$ cat src/rtl/act_grad_unit_if.sv
// rtl/act_grad_unit_if.sv - stream bundle for the activation-gradient unit
//
// Purpose: groups the forward (pre-activation), backward (error term) and
// gradient streams plus the queue level into one bundle.
// master : the surrounding datapath (drives fwd/bwd data, accepts gradients)
// slave  : act_grad_unit
// Signals: fwd_valid/fwd_ready/fwd_x, bwd_valid/bwd_ready/bwd_delta,
//          grad_valid/grad_ready/grad_out/grad_mask, level.
interface act_grad_unit_if #(
  parameter int WIDTH = 9,
  parameter int DEPTH = 16
);
  localparam int LW = $clog2(DEPTH) + 1;

  logic                        fwd_valid;
  logic                        fwd_ready;
  logic signed [2*WIDTH-1:0]   fwd_x;
  logic                        bwd_valid;
  logic                        bwd_ready;
  logic signed [WIDTH-1:0]     bwd_delta;
  logic                        grad_valid;
  logic                        grad_ready;
  logic signed [WIDTH-1:0]     grad_out;
  logic                        grad_mask;
  logic [LW-1:0]               level;

  modport master (
    output fwd_valid, fwd_x, bwd_valid, bwd_delta, grad_ready,
    input  fwd_ready, bwd_ready, grad_valid, grad_out, grad_mask, level
  );

  modport slave (
    input  fwd_valid, fwd_x, bwd_valid, bwd_delta, grad_ready,
    output fwd_ready, bwd_ready, grad_valid, grad_out, grad_mask, level
  );
endinterface

$ cat src/rtl/act_grad_unit.sv
// rtl/act_grad_unit.sv - backward-pass derivative unit for out = max(|x|, 1)
//
// Purpose: records the slope class (POS / NEG / ZERO) of each forward
// pre-activation in an in-order queue, then multiplies each backward error
// term by the matching stored derivative (+1, -1, 0) into a registered
// gradient output.
// Ports:
//   clk  - rising-edge clock
//   rst  - synchronous active-high reset (flushes queue, drops gradient)
//   bus  - act_grad_unit_if.slave: fwd stream (push), bwd stream (pop),
//          grad stream (registered output), level (entries queued)
// Optional feature macro: ACT_GRAD_SAT_EN
//   defined   - negating the most negative error term saturates to max
//   undefined - negation wraps in two's complement
module act_grad_unit #(
  parameter int WIDTH = 9,
  parameter int DEPTH = 16
) (
  input  logic          clk,
  input  logic          rst,
  act_grad_unit_if.slave bus
);

  localparam int AW = $clog2(DEPTH);
  localparam int LW = AW + 1;

  localparam logic [1:0] SLOPE_ZERO = 2'b00;
  localparam logic [1:0] SLOPE_POS  = 2'b01;
  localparam logic [1:0] SLOPE_NEG  = 2'b10;

  // |x+1|+|x-1| is flat on [-1, 1], so only |x| >= 2 carries a slope.
  localparam logic signed [2*WIDTH-1:0] X_POS_MIN = (2*WIDTH)'(2);
  localparam logic signed [2*WIDTH-1:0] X_NEG_MAX = -X_POS_MIN;

  logic [1:0]              r_mem [DEPTH];
  logic [AW-1:0]           r_wptr;
  logic [AW-1:0]           r_rptr;
  logic [LW-1:0]           r_level;
  logic                    r_grad_valid;
  logic signed [WIDTH-1:0] r_grad_out;
  logic                    r_grad_mask;

  logic signed [2*WIDTH-1:0] w_x;
  logic [1:0]                w_code;
  logic [1:0]                w_rd_code;
  logic                      w_full;
  logic                      w_fwd_ready;
  logic                      w_bwd_ready;
  logic                      w_push;
  logic                      w_pop;
  logic signed [WIDTH-1:0]   w_delta;
  logic signed [WIDTH-1:0]   w_neg;
  logic signed [WIDTH-1:0]   w_neg_fix;
  logic signed [WIDTH-1:0]   w_grad;

  assign w_x = bus.fwd_x;

  always_comb begin
    w_code = SLOPE_ZERO;
    if (w_x >= X_POS_MIN) begin
      w_code = SLOPE_POS;
    end else if (w_x <= X_NEG_MAX) begin
      w_code = SLOPE_NEG;
    end
  end

  // A concurrent pop never frees space for a push in the same cycle when
  // full; this keeps fwd_ready independent of the backward stream.
  assign w_full      = (r_level == LW'(DEPTH));
  assign w_fwd_ready = !rst && !w_full;
  assign w_bwd_ready = !rst && (r_level != '0) && (!r_grad_valid || bus.grad_ready);
  assign w_push      = bus.fwd_valid && w_fwd_ready;
  assign w_pop       = bus.bwd_valid && w_bwd_ready;

  assign w_rd_code = r_mem[r_rptr];
  assign w_delta   = bus.bwd_delta;
  assign w_neg     = -w_delta;

`ifdef ACT_GRAD_SAT_EN
  localparam logic signed [WIDTH-1:0] D_MIN = {1'b1, {(WIDTH-1){1'b0}}};
  localparam logic signed [WIDTH-1:0] D_MAX = {1'b0, {(WIDTH-1){1'b1}}};
  assign w_neg_fix = (w_delta == D_MIN) ? D_MAX : w_neg;
`else
  assign w_neg_fix = w_neg;
`endif

  always_comb begin
    w_grad = '0;
    case (w_rd_code)
      SLOPE_POS: w_grad = w_delta;
      SLOPE_NEG: w_grad = w_neg_fix;
      default:   w_grad = '0;
    endcase
  end

  // Slope storage carries no reset; validity is tracked by the pointers.
  always_ff @(posedge clk) begin
    if (w_push) begin
      r_mem[r_wptr] <= w_code;
    end
  end

  always_ff @(posedge clk) begin
    if (rst) begin
      r_wptr  <= '0;
      r_rptr  <= '0;
      r_level <= '0;
    end else begin
      if (w_push) begin
        r_wptr <= r_wptr + 1'b1;
      end
      if (w_pop) begin
        r_rptr <= r_rptr + 1'b1;
      end
      case ({w_push, w_pop})
        2'b10:   r_level <= r_level + LW'(1);
        2'b01:   r_level <= r_level - LW'(1);
        default: r_level <= r_level;
      endcase
    end
  end

  // Output register: load on pop, hold under backpressure, drop valid once
  // consumed with nothing new behind it.
  always_ff @(posedge clk) begin
    if (rst) begin
      r_grad_valid <= 1'b0;
      r_grad_out   <= '0;
      r_grad_mask  <= 1'b0;
    end else if (w_pop) begin
      r_grad_valid <= 1'b1;
      r_grad_out   <= w_grad;
      r_grad_mask  <= (w_rd_code != SLOPE_ZERO);
    end else if (bus.grad_ready) begin
      r_grad_valid <= 1'b0;
    end
  end

  assign bus.fwd_ready  = w_fwd_ready;
  assign bus.bwd_ready  = w_bwd_ready;
  assign bus.grad_valid = r_grad_valid;
  assign bus.grad_out   = r_grad_out;
  assign bus.grad_mask  = r_grad_mask;
  assign bus.level      = r_level;

endmodule

$ cat src/flat_wrapper.sv
// flat-port wrapper written by rule: the top's interface ports become plain ports
module act_grad_unit_flat 
#(
  parameter int WIDTH = 9,
  parameter int DEPTH = 16
)
  (clk, rst, bus_fwd_valid, bus_fwd_x, bus_bwd_valid, bus_bwd_delta, bus_grad_ready, bus_fwd_ready, bus_bwd_ready, bus_grad_valid, bus_grad_out, bus_grad_mask, bus_level);
  act_grad_unit_if #(.WIDTH(WIDTH), .DEPTH(DEPTH)) bus_i ();
  input  logic clk;
  input  logic rst;
  input wire logic [$bits(bus_i.fwd_valid)-1:0] bus_fwd_valid;
  input wire logic [$bits(bus_i.fwd_x)-1:0] bus_fwd_x;
  input wire logic [$bits(bus_i.bwd_valid)-1:0] bus_bwd_valid;
  input wire logic [$bits(bus_i.bwd_delta)-1:0] bus_bwd_delta;
  input wire logic [$bits(bus_i.grad_ready)-1:0] bus_grad_ready;
  output wire logic [$bits(bus_i.fwd_ready)-1:0] bus_fwd_ready;
  output wire logic [$bits(bus_i.bwd_ready)-1:0] bus_bwd_ready;
  output wire logic [$bits(bus_i.grad_valid)-1:0] bus_grad_valid;
  output wire logic [$bits(bus_i.grad_out)-1:0] bus_grad_out;
  output wire logic [$bits(bus_i.grad_mask)-1:0] bus_grad_mask;
  output wire logic [$bits(bus_i.level)-1:0] bus_level;
  assign bus_i.fwd_valid = bus_fwd_valid;
  assign bus_i.fwd_x = bus_fwd_x;
  assign bus_i.bwd_valid = bus_bwd_valid;
  assign bus_i.bwd_delta = bus_bwd_delta;
  assign bus_i.grad_ready = bus_grad_ready;
  assign bus_fwd_ready = bus_i.fwd_ready;
  assign bus_bwd_ready = bus_i.bwd_ready;
  assign bus_grad_valid = bus_i.grad_valid;
  assign bus_grad_out = bus_i.grad_out;
  assign bus_grad_mask = bus_i.grad_mask;
  assign bus_level = bus_i.level;
  act_grad_unit #(.WIDTH(WIDTH), .DEPTH(DEPTH)) u_core (.clk(clk), .rst(rst), .bus(bus_i));
endmodule
$ cat config.mk
export PLATFORM = sky130hd
export DESIGN_NAME = act_grad_unit_flat
export DESIGN_NICKNAME = d
export VERILOG_FILES = /design/src/rtl/act_grad_unit_if.sv /design/src/rtl/act_grad_unit.sv /design/src/flat_wrapper.sv
export SDC_FILE = /design/constraint.sdc
export NUM_CORES = 1
export LEC_CHECK = 0
export CAP_MARGIN = 20
export CORE_ASPECT_RATIO = 1.1
export CORE_MARGIN = 4
export CORE_UTILIZATION = 42
export DETAILED_ROUTE_END_ITERATION = 12
export GPL_TIMING_DRIVEN = 0
export PLACE_DENSITY = 0.64
export RECOVER_POWER = 50
export REMOVE_ABC_BUFFERS = 1
export SLEW_MARGIN = 10
export SYNTH_ARGS = -nofsm -noshare
export SYNTH_HDL_FRONTEND = slang
export SYNTH_SLANG_ARGS = --single-unit
$ cat constraint.sdc
create_clock -name clk -period 7.5 [get_ports clk]
set_clock_uncertainty 0.2 [all_clocks]
set_input_delay 1.5 -clock clk [delete_from_list [all_inputs] [get_ports clk]]
set_output_delay 1.5 -clock clk [all_outputs]
set_load 0.02 [all_outputs]
Word-level counts from Yosys, hierarchy flattened
Memories as Yosys holds them, arrays and structs flattened. A register that Yosys moved wholly into a read port is not among the register bits.
Index checks and enable logic that the tools add are counted.

storage, ports and cells
  bits in registers = 24
  bits in writable memories = 32
  input bits = 32
  logic and storage cells = 42
  memories kept = 1

cells by class
  add/subtract/negate cells = 5
  order comparisons = 2
  eq/ne operators = 5
  mux-type cells = 10
  reductions and logical operators = 13

memories
  name          depth  bits a word  read ports  clocked after memory_dff  wr ports  line                 text
  u_core.r_mem  16     2            1           1                         1         act_grad_unit.sv:35  logic [1:0] r_mem [DEPTH];

operators by type and width
  kind                   number
  $ge A18 B3 Y1 const B  1
  $le A18 B2 Y1 const B  1
  $pmux W9 S2            1
  $pmux W5 S2            1
  $neg A9 Y9             1
  $add A4 B1 Y4 const B  2
  $mux W4                2
  $reduce_bool A2 Y1     3
  $add A5 B1 Y5 const B  1
  $eq A5 B5 Y1 const B   1
  $logic_and A1 B1 Y1    5
  $reduce_bool A5 Y1     1
  $sub A5 B1 Y5 const B  1
  $eq A2 B1 Y1 const B   2
  $eq A2 B2 Y1 const B   2
  $mux W1                4
  $mux W2                2
  $logic_not A1 Y1       3
  $logic_or A1 B1 Y1     1

Longest topological paths before layout
  depth in word-level cells = 6
  mapped depth = 13
  depth with buffers taken out = 10

Worst setup path after synthesis
OpenSTA, ideal clock, no wires.

  path type = input port to output port
  start = input rst
  end = output bus_fwd_ready
  arrival time = 2.392 ns
  path slack = 3.408 ns
  stages = 4
  buffers on the path = 3
  cells stage by stage = clkbuf_2 clkbuf_1 clkbuf_1 a21oi_1

on the way
  word-level cells in the longest chain between the ends = 2

ends and longest elaborated chain
  what                 line                 text
  from (decl)          flat_wrapper.sv:10   input logic rst;
  $logic_not A1 Y1     act_grad_unit.sv:70  assign w_fwd_ready = !rst && !w_full;
  $logic_and A1 B1 Y1  act_grad_unit.sv:70
  to (decl)            flat_wrapper.sv:16   output wire logic [$bits(bus_i.fwd_ready)-1:0] bus_fwd_ready;

No other way between the ends.

Worst setup path after layout
  start = input rst
  end = register u_core.r_level[2], in the netlist u_core.bus.level[2]

on the way
  word-level cells in the longest chain between the ends = 6
  elaborated cells between the ends (all ways) = 10

ends and longest elaborated chain
  what                                               line                  text
  $logic_not A1 Y1 (*)                               act_grad_unit.sv:71   assign w_bwd_ready = !rst && (r_level != '0) && (!r_grad_valid || bus.grad_ready);
  $logic_and A1 B1 Y1 (*) (2 in series)              act_grad_unit.sv:71
  $logic_and A1 B1 Y1 (*)                            act_grad_unit.sv:73   assign w_pop = bus.bwd_valid && w_bwd_ready;
  net u_core.w_pop                                   act_grad_unit.sv:50   logic w_pop;
  $eq A2 B1 Y1 or $eq A2 B2 Y1 (tied branches)       act_grad_unit.sv:115  case ({w_push, w_pop})
  $pmux W5 S2 or $reduce_bool A2 Y1 (tied branches)  n/a
  to (signal assigned)                               act_grad_unit.sv:116  2'b10: r_level <= r_level + LW'(1);
  to (signal assigned)                               act_grad_unit.sv:117  2'b01: r_level <= r_level - LW'(1);
  to (signal assigned)                               act_grad_unit.sv:118  default: r_level <= r_level;
  to (decl)                                          act_grad_unit.sv:38   logic [LW-1:0] r_level;

The timed path passes the listed nets; every way through them passes the cells marked *.
A chain may end at the register's enable or synchronous reset.

==> run_results.csv <==
group,metric,value,unit
outcome,status,"finished clean",
synthesis,synth_cells,279,
cells_and_area,nNetsFinal,372,
placed_design,dp.cells,401,
clocking,cts-buffers-inserted,9,
floorplanning,core_area,0.00705,mm²
detailed_routing,antenna_left,0,
sta,worstMarginPinSlew,0.961,ns
global_route,grtUsageTotal,16.8,%
placed_design,dp_hpwl,4.77,mm
worst_setup_path,crit_start,"rst",
pwr,leakagePower,1.36,nW
worst_setup_path,path_common_cell,"ha_1",
worst_setup_path,critPathBufInv,2,
synthesis,yosys-top-cells-count,"edfxtp_1, dfxtp_1, nor2_1",
sta,final.setup.tns,0,ns
cells_and_area,drive_gt1_share,8.73,%
worst_setup_path,crit_path_top_delay_cell,"dlygate4sd3_1",
global_route,grt_remaining_overflow,0,
global_route,grt_antenna_before_repair,0,
synthesis,synth.top_cell.area_share,31.3,%
synthesis,yosysWarnings,0,
detailed_routing,detail_route.iter0.violations,123,
clocking,cts_sinks,60,
detailed_routing,drcViolationCount,0,
sta,max_freq,0.185,GHz
worst_setup_path,r2r_setup_slack,3.75,ns
synthesis,synth_top_area_cell,"edfxtp_1",
cells_and_area,final_util,53.2,%
clocking,cts_resized,0,
clocking,cts-root-buf,"clkbuf_8",
global_route,grt_max_degree,26,
cells_and_area,n_antenna_cell,0,
clocking,cts_tree,"done",
placed_design,portBuffers,49,
cells_and_area,final_cells,417,
floorplanning,die_h,97.6,µm
pwr,powerDensity,233,mW/mm²
detailed_routing,vias_per_cell,5.47,
worst_setup_path,cp_max_fo,25,
synthesis,synthDistinctLibCells,58,
worst_setup_path,max_stage_delay,1.17,ns
placed_design,placed_area,0.00361,mm²
detailed_routing,wirelength,6.49,mm
clocking,clk_latency,0.33,ns
worst_setup_path,worstPathRequired,7.56,ns
synthesis,synth_seq_area_share,49.6,%
worst_setup_path,arrival,5.48,ns
sta,min_period,5.42,ns
synthesis,synth_seq_cells,60,
synthesis,yosysMostFrequentCell,"edfxtp_1",
cells_and_area,fin_area,0.00375,mm²
placed_design,gp_congestion,0.775,
detailed_routing,num_vias,2279,
global_route,grt_pass1_wl,11.3,mm
synthesis,synth.avg_cell_area,11.0,µm²
worst_setup_path,start_kind,"input port",
clocking,ctsHoldBuffers,0,
floorplanning,ios,50,
floorplanning,rows,32,
global_route,grt_pass1_vias,2279,
clocking,clk_pin_slew_worst_paths,0.06,ns
sta,fin_crit_sh,72.2,%
min_path,hold_path_class,"register to register",
worst_setup_path,end_kind,"register",
sta,setup_violations,0,
cells_and_area,area_growth,22.1,%
worst_setup_path,crit_family,"buffers and inverters",
clocking,clockBufferDepth,2,
worst_setup_path,reg2reg_from,"u_core.bus.level[1]",
synthesis,synth.area.top_cells,"edfxtp_1, dfxtp_1, mux4_2",
detailed_routing,dr.pass1.iters,4,
clocking,post-cts-setup-buffers,0,
clocking,htreeDepth,3,
synthesis,synth_edf_count,32,
worst_setup_path,criticalPathCategory,"input port to register",
floorplanning,die_w,89.5,µm
synthesis,synth_ff_type,"edfxtp_1",
min_path,min-delay-start,"u_core.bus.grad_out[0]",
sta,hold_viol,0,
synthesis,syn-cell-area,0.00307,mm²
worst_setup_path,crit_chain,"dlygate4sd3_1, nand2b_1, a211o_1, clkinvlp_2, ha_1, xor2_1, ha_1, a21o_2, xnor2_1, or3_1, a21oi_1",
detailed_routing,wl_per_cell,15.6,µm
floorplanning,die_area,0.00874,mm²
sta,rsz0062_at_grt,"no",
sta,relSlewSlack,35.7,%
flow_run,cap_violations,0,
floorplanning,initial_utilization,43.5,%
pwr,peakVddDrop,0.000144,V
synthesis,synthArstFlopShare,0,%
sta,drv_slew,0,
worst min-delay path, cell delays in order, from the launching register on:
cell and delay, ns:
dfxtp_1 0.30, nand2_1 0.05, a21oi_1 0.05
placed cells by master (no fill, tap or decap), drive strengths merged, types with 6 or more instances in the layout:
master	count
a21oi	13
and2	9
and3	7
clkbuf	18
clkdlybuf4s50	31
dfxtp	28
dlygate4sd3	18
edfxtp	32
ha	13
inv	15
mux4	8
nand2	17
nand3	17
nor2	21
nor4	8
o211ai	6
o21ai	6
registers in the layout (all words and copies together) (netlist names), named ones only:
signal                 count
u_core.bus.grad_mask       1
u_core.bus.grad_out        9
u_core.bus.grad_valid      1
u_core.bus.level           5
u_core.r_mem              32
u_core.r_rptr              4
u_core.r_wptr              4
kinds of logic (layout without fill, tap and decap cells):
logic type	count (synthesis)	after routing	synth area share (%)
buffers and inverters	31	84	4.57
XOR/XNOR	9	9	2.57
AO/OA/AOI/OAI	51	51	12.4
flip-flops	60	60	49.6
AND/OR/NAND/NOR	104	104	18.7
adder cells (fa/ha/maj)	13	13	5.30
multiplexers	11	11	6.85
routing by layer:
layer	global-route usage, %	routed length (µm)	vias up
li1	-	-	1145
met1	22.7	2960	1098
met2	25.3	3270	30
met3	3.65	147	6
met4	7.67	116	0
met5	0	0	-
stage by stage:
step	hold WS [ns]	total power [mW]	worst slack, ns
3_5_place_dp	0.245	0.651	2.12
2_1_floorplan	0.250	0.557	3.68
4_1_cts	0.254	0.888	2.31
5_1_grt	0.262	0.929	1.71
6_report	0.247	0.872	2.08
3_3_place_gp	0.238	0.648	2.15
area by class of cell:
type                            instances  area (µm²)
Fill cell                             642        3300
Sequential cell                        60        1520
Multi-Input combinational cell        188        1410
Timing Repair Buffer                   51         498
Tap cell                               85         106
Inverter                               17        65.1
Clock buffer                           16         150
power breakdown:
part,leakage [nW],switching [mW],internal [mW]
registers,0.515,0.0293,0.366
clock network,0.0730,0.114,0.121
logic,0.772,0.131,0.111
path summary, 6_finish.rpt:
path | end | depth (start not counted)
worst max-delay path | u_core.bus.level[2] | 11
worst min-delay path | u_core.bus.grad_out[0] | 2
worst max register to register | u_core.bus.level[2] | 10
worst min register to register | u_core.bus.grad_out[0] | 2
No activity file was read; power rests on OpenSTA's default activity.
